===== src/rtl/alu_issue_stage.sv =====
// rtl/alu_issue_stage.sv - ALU issue stage: operand/opcode formation with writeback forwarding
// Optional feature macro: ALU_ISSUE_SKID_EN (two-entry skid buffer, registered o_READY).
// Default build: single output register, o_READY = !o_VALID || i_READY.
module alu_issue_stage #(
  parameter int DEPTH_LOG2 = 1
) (
  input  logic        i_CLK,
  input  logic        i_RST,
  input  logic        i_VALID,
  output logic        o_READY,
  input  logic [6:0]  i_OPC,
  input  logic [2:0]  i_FUNCT3,
  input  logic        i_FUNCT7B5,
  input  logic [4:0]  i_RS1,
  input  logic [4:0]  i_RS2,
  input  logic [31:0] i_RS1_DATA,
  input  logic [31:0] i_RS2_DATA,
  input  logic [31:0] i_IMM,
  input  logic [31:0] i_PC,
  input  logic        i_FWD_VALID,
  input  logic [4:0]  i_FWD_RD,
  input  logic [31:0] i_FWD_DATA,
  input  logic        i_FLUSH,
  output logic        o_VALID,
  input  logic        i_READY,
  output logic [31:0] o_OP1,
  output logic [31:0] o_OP2,
  output logic [8:0]  o_OPCODE,
  output logic        o_ILLEGAL
);

  localparam logic [6:0] OPC_OP     = 7'b0110011;
  localparam logic [6:0] OPC_OPIMM  = 7'b0010011;
  localparam logic [6:0] OPC_LOAD   = 7'b0000011;
  localparam logic [6:0] OPC_STORE  = 7'b0100011;
  localparam logic [6:0] OPC_LUI    = 7'b0110111;
  localparam logic [6:0] OPC_AUIPC  = 7'b0010111;
  localparam logic [8:0] ALU_ADD    = 9'h001;

  typedef struct packed {
    logic [31:0] op1;
    logic [31:0] op2;
    logic [8:0]  opc;
    logic        ill;
  } entry_t;

  entry_t head;
  entry_t cap;
  logic   accept;
  logic   consume;

  // Writeback result wins over the register file; x0 always reads as zero
  function automatic logic [31:0] fwd_sel(input logic [4:0] rs, input logic [31:0] rf);
    if (i_FWD_VALID && (i_FWD_RD != 5'd0) && (i_FWD_RD == rs)) return i_FWD_DATA;
    else if (rs == 5'd0) return 32'd0;
    else return rf;
  endfunction

  // Form the entry captured on an accept: operands, one-hot opcode, illegal flag
  always_comb begin
    logic [31:0] rs1v;
    logic [31:0] rs2v;
    logic [8:0]  alu;
    logic        is_shift;
    rs1v     = fwd_sel(i_RS1, i_RS1_DATA);
    rs2v     = fwd_sel(i_RS2, i_RS2_DATA);
    is_shift = (i_FUNCT3 == 3'b001) || (i_FUNCT3 == 3'b101);
    // SRA/SRAI reuse the slot at bit 2 with the modifier bit set
    if ((i_FUNCT3 == 3'b101) && i_FUNCT7B5) alu = 9'h104;
    else alu = {1'b0, 8'b1 << i_FUNCT3};
    cap = '0;
    case (i_OPC)
      OPC_OP: begin
        cap.op1 = rs1v;
        cap.op2 = is_shift ? {27'd0, rs2v[4:0]} : rs2v;
        cap.opc = alu;
        if (i_FUNCT3 == 3'b000) cap.opc[8] = i_FUNCT7B5;
      end
      OPC_OPIMM: begin
        cap.op1 = rs1v;
        cap.op2 = is_shift ? {27'd0, i_IMM[4:0]} : i_IMM;
        cap.opc = alu;
      end
      OPC_LOAD, OPC_STORE: begin
        cap.op1 = rs1v;
        cap.op2 = i_IMM;
        cap.opc = ALU_ADD;
      end
      OPC_LUI: begin
        cap.op2 = i_IMM;
        cap.opc = ALU_ADD;
      end
      OPC_AUIPC: begin
        cap.op1 = i_PC;
        cap.op2 = i_IMM;
        cap.opc = ALU_ADD;
      end
      default: cap.ill = 1'b1;
    endcase
  end

  assign accept    = i_VALID && o_READY;
  assign consume   = o_VALID && i_READY;
  assign o_OP1     = head.op1;
  assign o_OP2     = head.op2;
  assign o_OPCODE  = head.opc;
  assign o_ILLEGAL = head.ill;

`ifdef ALU_ISSUE_SKID_EN
  localparam int CW = DEPTH_LOG2 + 1;

  entry_t        slot1;
  logic [CW-1:0] cnt;
  logic [CW-1:0] cnt_n;
  logic          rdy_q;

  assign o_READY = rdy_q;

  // Occupancy after this cycle's push/pop; flush empties everything
  always_comb begin
    cnt_n = cnt;
    if (accept)  cnt_n = cnt_n + 1'b1;
    if (consume) cnt_n = cnt_n - 1'b1;
    if (i_FLUSH) cnt_n = '0;
  end

  // Head always holds the oldest entry; slot1 only fills while head is stalled
  always_ff @(posedge i_CLK or posedge i_RST) begin
    if (i_RST) begin
      head    <= '0;
      slot1   <= '0;
      cnt     <= '0;
      o_VALID <= 1'b0;
      rdy_q   <= 1'b1;
    end else begin
      if (!i_FLUSH) begin
        if (consume) begin
          if (cnt == CW'(2)) head <= slot1;
          else if (accept) head <= cap;
        end else if (accept) begin
          if (cnt == '0) head <= cap;
          else slot1 <= cap;
        end
      end
      cnt     <= cnt_n;
      o_VALID <= (cnt_n != '0);
      rdy_q   <= (cnt_n < CW'(2));
    end
  end
`else
  assign o_READY = !o_VALID || i_READY;

  // Single output register, replaced back-to-back when the ALU consumes
  always_ff @(posedge i_CLK or posedge i_RST) begin
    if (i_RST) begin
      head    <= '0;
      o_VALID <= 1'b0;
    end else if (i_FLUSH) begin
      o_VALID <= 1'b0;
    end else if (accept) begin
      head    <= cap;
      o_VALID <= 1'b1;
    end else if (consume) begin
      o_VALID <= 1'b0;
    end
  end
`endif

endmodule


===== config.mk =====
export PLATFORM = sky130hd
export DESIGN_NAME = alu_issue_stage
export DESIGN_NICKNAME = d
export VERILOG_FILES = /design/src/rtl/alu_issue_stage.sv
export SDC_FILE = /design/constraint.sdc
export NUM_CORES = 1
export LEC_CHECK = 0
export CAP_MARGIN = 30
export CORE_ASPECT_RATIO = 0.5
export CORE_MARGIN = 2
export CORE_UTILIZATION = 25
export DETAILED_ROUTE_END_ITERATION = 7
export PLACE_DENSITY = 0.65
export SYNTH_ARGS = -nofsm -noshare
export SYNTH_HDL_FRONTEND = slang
export SYNTH_SLANG_ARGS = --single-unit

===== constraint.sdc =====
create_clock -name i_CLK -period 5.1 [get_ports i_CLK]
set_input_delay 1.02 -clock i_CLK [delete_from_list [all_inputs] [get_ports i_CLK]]
set_output_delay 1.02 -clock i_CLK [all_outputs]
set_load 0.005 [all_outputs]

* After elaboration in Yosys (flattened, before gate mapping)
Cells that the tools add are included.
Operators by class: muxes and demuxes 14, bitwise operators 1, shifts and indexed selects 1, reduce and logical (&&, ||, !) cells 18, eq/ne operators 10
Operators with widths (number):
- $mux W32 | 6
- $pmux W41 S3 | 1
- $pmux W32 S2 | 1
- $eq A7 B6 Y1 const B | 3
- $eq A7 B5 Y1 const B | 2
- $eq A5 B5 Y1 | 2
- $logic_not A5 Y1 | 2
- $mux W9 | 1
- $reduce_or A4 Y1 | 2
- $shl A1 B3 Y8 const A | 1
- $eq A7 B2 Y1 const B | 1
- $logic_and A1 B1 Y1 | 6
- $reduce_or A6 Y1 | 1
- $mux W1 | 5
- $reduce_bool A5 Y1 | 1
- $eq A3 B1 Y1 const B | 1
- $eq A3 B3 Y1 const B | 1
- $logic_not A3 Y1 | 1
- $reduce_bool A3 Y1 | 1
- $logic_or A1 B1 Y1 | 2
- $reduce_and A2 Y1 | 1
- $logic_not A1 Y1 | 1
- $not A1 Y1 | 1
Storage, ports and cells: logic and storage cells 49, register bits after elaboration 75

* Longest topological paths before layout
word-level depth 6, mapped depth 7

* Least setup slack after synthesis
Ideal clock, no wire load.
path type input to register, from input i_FWD_RD[1], to register head, in the netlist o_OP2[11], cell stages on the path 7, slack 2571 ps, arrival time 2394 ps, cell sequence or4_4 o21ai_4 or4_1 buf_6 buf_12 mux2i_1 o22ai_1
Between the ends: word-level cells in the longest chain between the ends 6, elaborated cells on any way between the ends 7, those cells by class 1 x eq/ne; 3 x mux; 3 x reduce/logical
Ends and longest elaborated chain:
- start: declaration | line 21 | input logic [4:0] i_FWD_RD,
- $reduce_bool A5 Y1 | line 54 | if (i_FWD_VALID && (i_FWD_RD != 5'd0) && (i_FWD_RD == rs)) return i_FWD_DATA;
- $logic_and A1 B1 Y1 | line 54
- $logic_and A1 B1 Y1 (*) | line 54
- $mux W32 (*) | line 54
- $mux W32 (*) | line 75 | cap.op2 = is_shift ? {27'd0, rs2v[4:0]} : rs2v;
- $pmux W41 S3 (*) | line 72 | case (i_OPC)
- end signal: assignment | line 161 | head <= cap;
- end: declaration | line 47 | entry_t head;
Mark *: on every way between the ends. The rest lies on a longest branch, timed or not. A chain may end at the register's enable or synchronous reset.

* Worst setup path after layout
from input i_OPC[3], to register head, in the netlist o_OP2[8]
Between the ends: word-level cells in the longest chain between the ends 3, elaborated cells on any way between the ends 8, those cells by class 6 x eq/ne; 1 x mux; 1 x reduce/logical
Ends and longest elaborated chain:
- start: declaration | line 11 | input logic [6:0] i_OPC,
- $eq A7 B5 Y1, or another cell as far along | line 72
- $reduce_or A4 Y1 (no line)
- $pmux W41 S3 (*) | line 72
Marks and branches as above.

==> key figures <==
Hold path
  – Hold Crit Class: flop to flop

Setup path
  – Kind of start point of the critical path: primary input
  – Critical Path RT: 5.37 ns
  – Worst EP arrival: 3.65 ns
  – Crit end category: flop
  – Max FO, Critical Path: 19
  – Crit path kind: primary input to flop

Timing
  – Max Transition Viols Final: 0
  – Fin Clk Skew: 0.00599 ns
  – Final Hold Vio Count: 0
  – Finish-stage setup viols: 0
  – Max_slew headroom: 41.4%
  – RSZ-0062 raised after global routing: no
  – Tightest Pin Transition: 0.857 ns
  – Minimum clock period after layout: 3.38 ns
  – Fmax: 296 MHz
  – Final setup TNS: 0 ns
  – Fin crit share: 66.2%
  – Final WS setup: 1.72 ns

Drt
  – Via density: 5.12
  – 1st-pass router iterations: 5
  – WL final: 20.9 mm
  – Residual DRC: 0
  – Iter 0 DRT Violations: 339
  – Post-DR wirelength/cell: 21.3 um
  – Antenna-violating nets left: 0
  – Total vias in the final route: 5,030

Synth
  – Post-synthesis cell type count: 47
  – Post-synth EDFFs: 0
  – Predominant post-synthesis flop cell: dfrtp_1
  – Syn Nets: 681
  – Synth Area per Inst: 9.31 sq um
  – Synth async-reset ratio: 100%
  – Post-Syn Area: 4550 sq um
  – #FFs+latches synth: 75
  – Synth warn: 0
  – Post-Syn Instances: 489
  – Sequential-to-total area share from yosys stat: 41.2%

Global route
  – Number of global-route vias before repair: 5,203
  – First-pass GRT wire length: 30.8 mm
  – Antenna violations before repair: 0
  – Remaining Overflow, GRT: 0
  – Most Used Layer, Global Route: met2
  – Total GRT Usage: 20.9%
  – Met2 usage: 35.5%
  – Largest net degree at the start of global routing: 67
  – Met3 usage: 4.24%
  – Met1 Track Usage GR: 26.2%

Layout
  – Register area: 1880 sq um
  – Final nets: 935
  – Finished Layout Cells: 982
  – Antenna diodes: 0
  – Fraction of layout cells with a size suffix above 1: 5.75%
  – Multi-input combinational cell area: 2470 sq um
  – Layout overhead on the synthesized area: 70.8%
  – Fillers: 1,724

Clock tree
  – Maximum clock path buffer count: 2
  – CTS Buf Count: 9
  – CTS tree: yes
  – H-tree depth: 3
  – Post-CTS Setup Repair Bufs: 0
  – Post-CTS Resized: 0
  – Clk pin slew, worst setup/hold paths: 0.06 ns
  – Clock latency on the worst-skew pair: 0.35 ns
  – Root buffer cell: clkbuf_16
  – Clock sink count: 75
  – Hold buffers post-CTS: 0

Power
  – Clock power share: 34.5%
  – Sw Ratio: 26.0%
  – Psw: 0.000478 W
  – P per Cell Area: 237 nW/um^2
  – Register share of total power: 38.1%
  – Lkg Pwr: 3.52 nW
  – P_int: 0.00136 W
  – Final Power: 0.00184 W
  – Power share of the combinational group: 27.4%
  – Worst-case vdd ir drop: 214 uV

Placement
  – GPL Wtd Cong: 0.846
  – Dpl hpwl: 15.8 mm
  – Port Buffers: 267
  – Cells after DPL: 966
  – Pre-CTS setup slack: 1.42 ns

Die
  – Die height: 99.4 um
  – Die W: 195 um
  – Io pins: 268
  – # rows: 34
  – Core Box Area: 17,600 sq um
  – Starting utilization of the core area: 25.8%
  – Total die area: 19,400 sq um

Run
  – Max-Cap Viols: 0

Outcome
  – Run status: finished, final reports clean
[power groups by stage]
| stage | clock (W) | combinational (W) | sequential (W) |
|---|---|---|---|
| after floorplan | 0 | 0.000148 | 0.000711 |
| after global placement | 0 | 0.000498 | 0.000708 |
| after detailed placement | 0 | 0.000505 | 0.000710 |
| after CTS | 0.000642 | 0.000506 | 0.000700 |
| after global routing | 0.000667 | 0.000537 | 0.000708 |
| final | 0.000636 | 0.000504 | 0.000700 |
[synthesized netlist by cell type (9+ instances only)]
cell type | n | area, sq um
mux2i_1 | 18 | 180
dfrtp_1 | 75 | 1880
nor2b_1 | 21 | 131
nand2_1 | 39 | 146
a21oi_1 | 25 | 125
o32a_1 | 31 | 310
nor2_1 | 33 | 124
xnor2_1 | 9 | 78.8
o22ai_1 | 17 | 106
and3_1 | 77 | 482
a311o_1 | 9 | 90.1
a21o_1 | 33 | 248
clkbuf_1 | 28 | 105
o21ai_0 | 11 | 55.1
[placed cells by master, fill, tap and decap left out, types with 2 or more instances in the layout]
cell	instances
a21o_1	33
or4_1	3
nand2b_1	3
o21ai_0	11
a311o_1	9
clkinv_2	4
nand2_1	38
a211o_1	5
o32a_1	31
nor2_1	31
or2_2	2
o41ai_1	4
nor4_2	2
inv_1	2
dfrtp_1	75
clkbuf_1	2
buf_4	12
nor2_2	2
nand3_1	5
clkdlybuf4s50_1	267
o22ai_1	17
o31ai_1	3
a21oi_1	25
and3_1	77
mux2i_1	18
nor3_1	2
xnor2_1	9
clkbuf_16	9
nor2b_1	21
[cell type report]
class,count,area share [%]
multi-input combinational,371,31.8
clock inverter,5,0.692
inverter,3,0.161
tap,234,3.77
sequential,75,24.1
timing repair buffer,283,36.4
clock buffer,11,2.99
[cell families after synthesis]
kind of cell | share of synthesized area, %
buffers and inverters | 4.87
multiplexers | 3.96
flip-flops | 41.2
AO/OA/AOI/OAI | 24.2
AND/OR/NAND/NOR | 23.8
XOR/XNOR | 1.92
[critical path: stages]
cell and delay, ns:
clkdlybuf4s50_1 0.49, or2_2 0.34, nor2_1 0.23, nand2_1 0.57, nor2_1 0.73, a311o_1 0.27
[sequential cells by signal (all words and copies together) (netlist names)]
name       cells
o_OP2         32
o_ILLEGAL      1
o_OPCODE       9
o_VALID        1
o_OP1         32
[worst paths after layout]
check	from	endpoint	slack (ns)	cells after the start
worst max register to register	o_VALID	o_OP2[8]	2.72	5
min in group asynchronous	i_RST	o_OPCODE[3]	1.02	2
worst max-delay path	i_OPC[3]	o_OP2[8]	1.72	6
worst min-delay path	o_OPCODE[2]	o_OPCODE[2]	0.49	2
max in group asynchronous	i_RST	o_OP2[2]	3.15	4
worst min register to register	o_OPCODE[2]	o_OPCODE[2]	0.49	2
[per-layer routing]
layer | part of all wire, % | vias to the layer above
li1 | - | 2334
met1 | 42 | 2489
met2 | 49 | 155
met3 | 4.7 | 52
met4 | 3.9 | 0
met5 | 0 | -
[stage by stage]
stage	hold slack (ns)	cell area [sq um]	utilization, %
4_1_cts	0.491	7770	44.1
5_1_grt	0.515	7770	44.1
6_report	0.489	7770	44.1
2_1_floorplan	0.463	4550	-
3_5_place_dp	0.477	7490	42.5
3_3_place_gp	0.457	7420	42.1
Note: power is estimated with default switching activity, not from simulation.
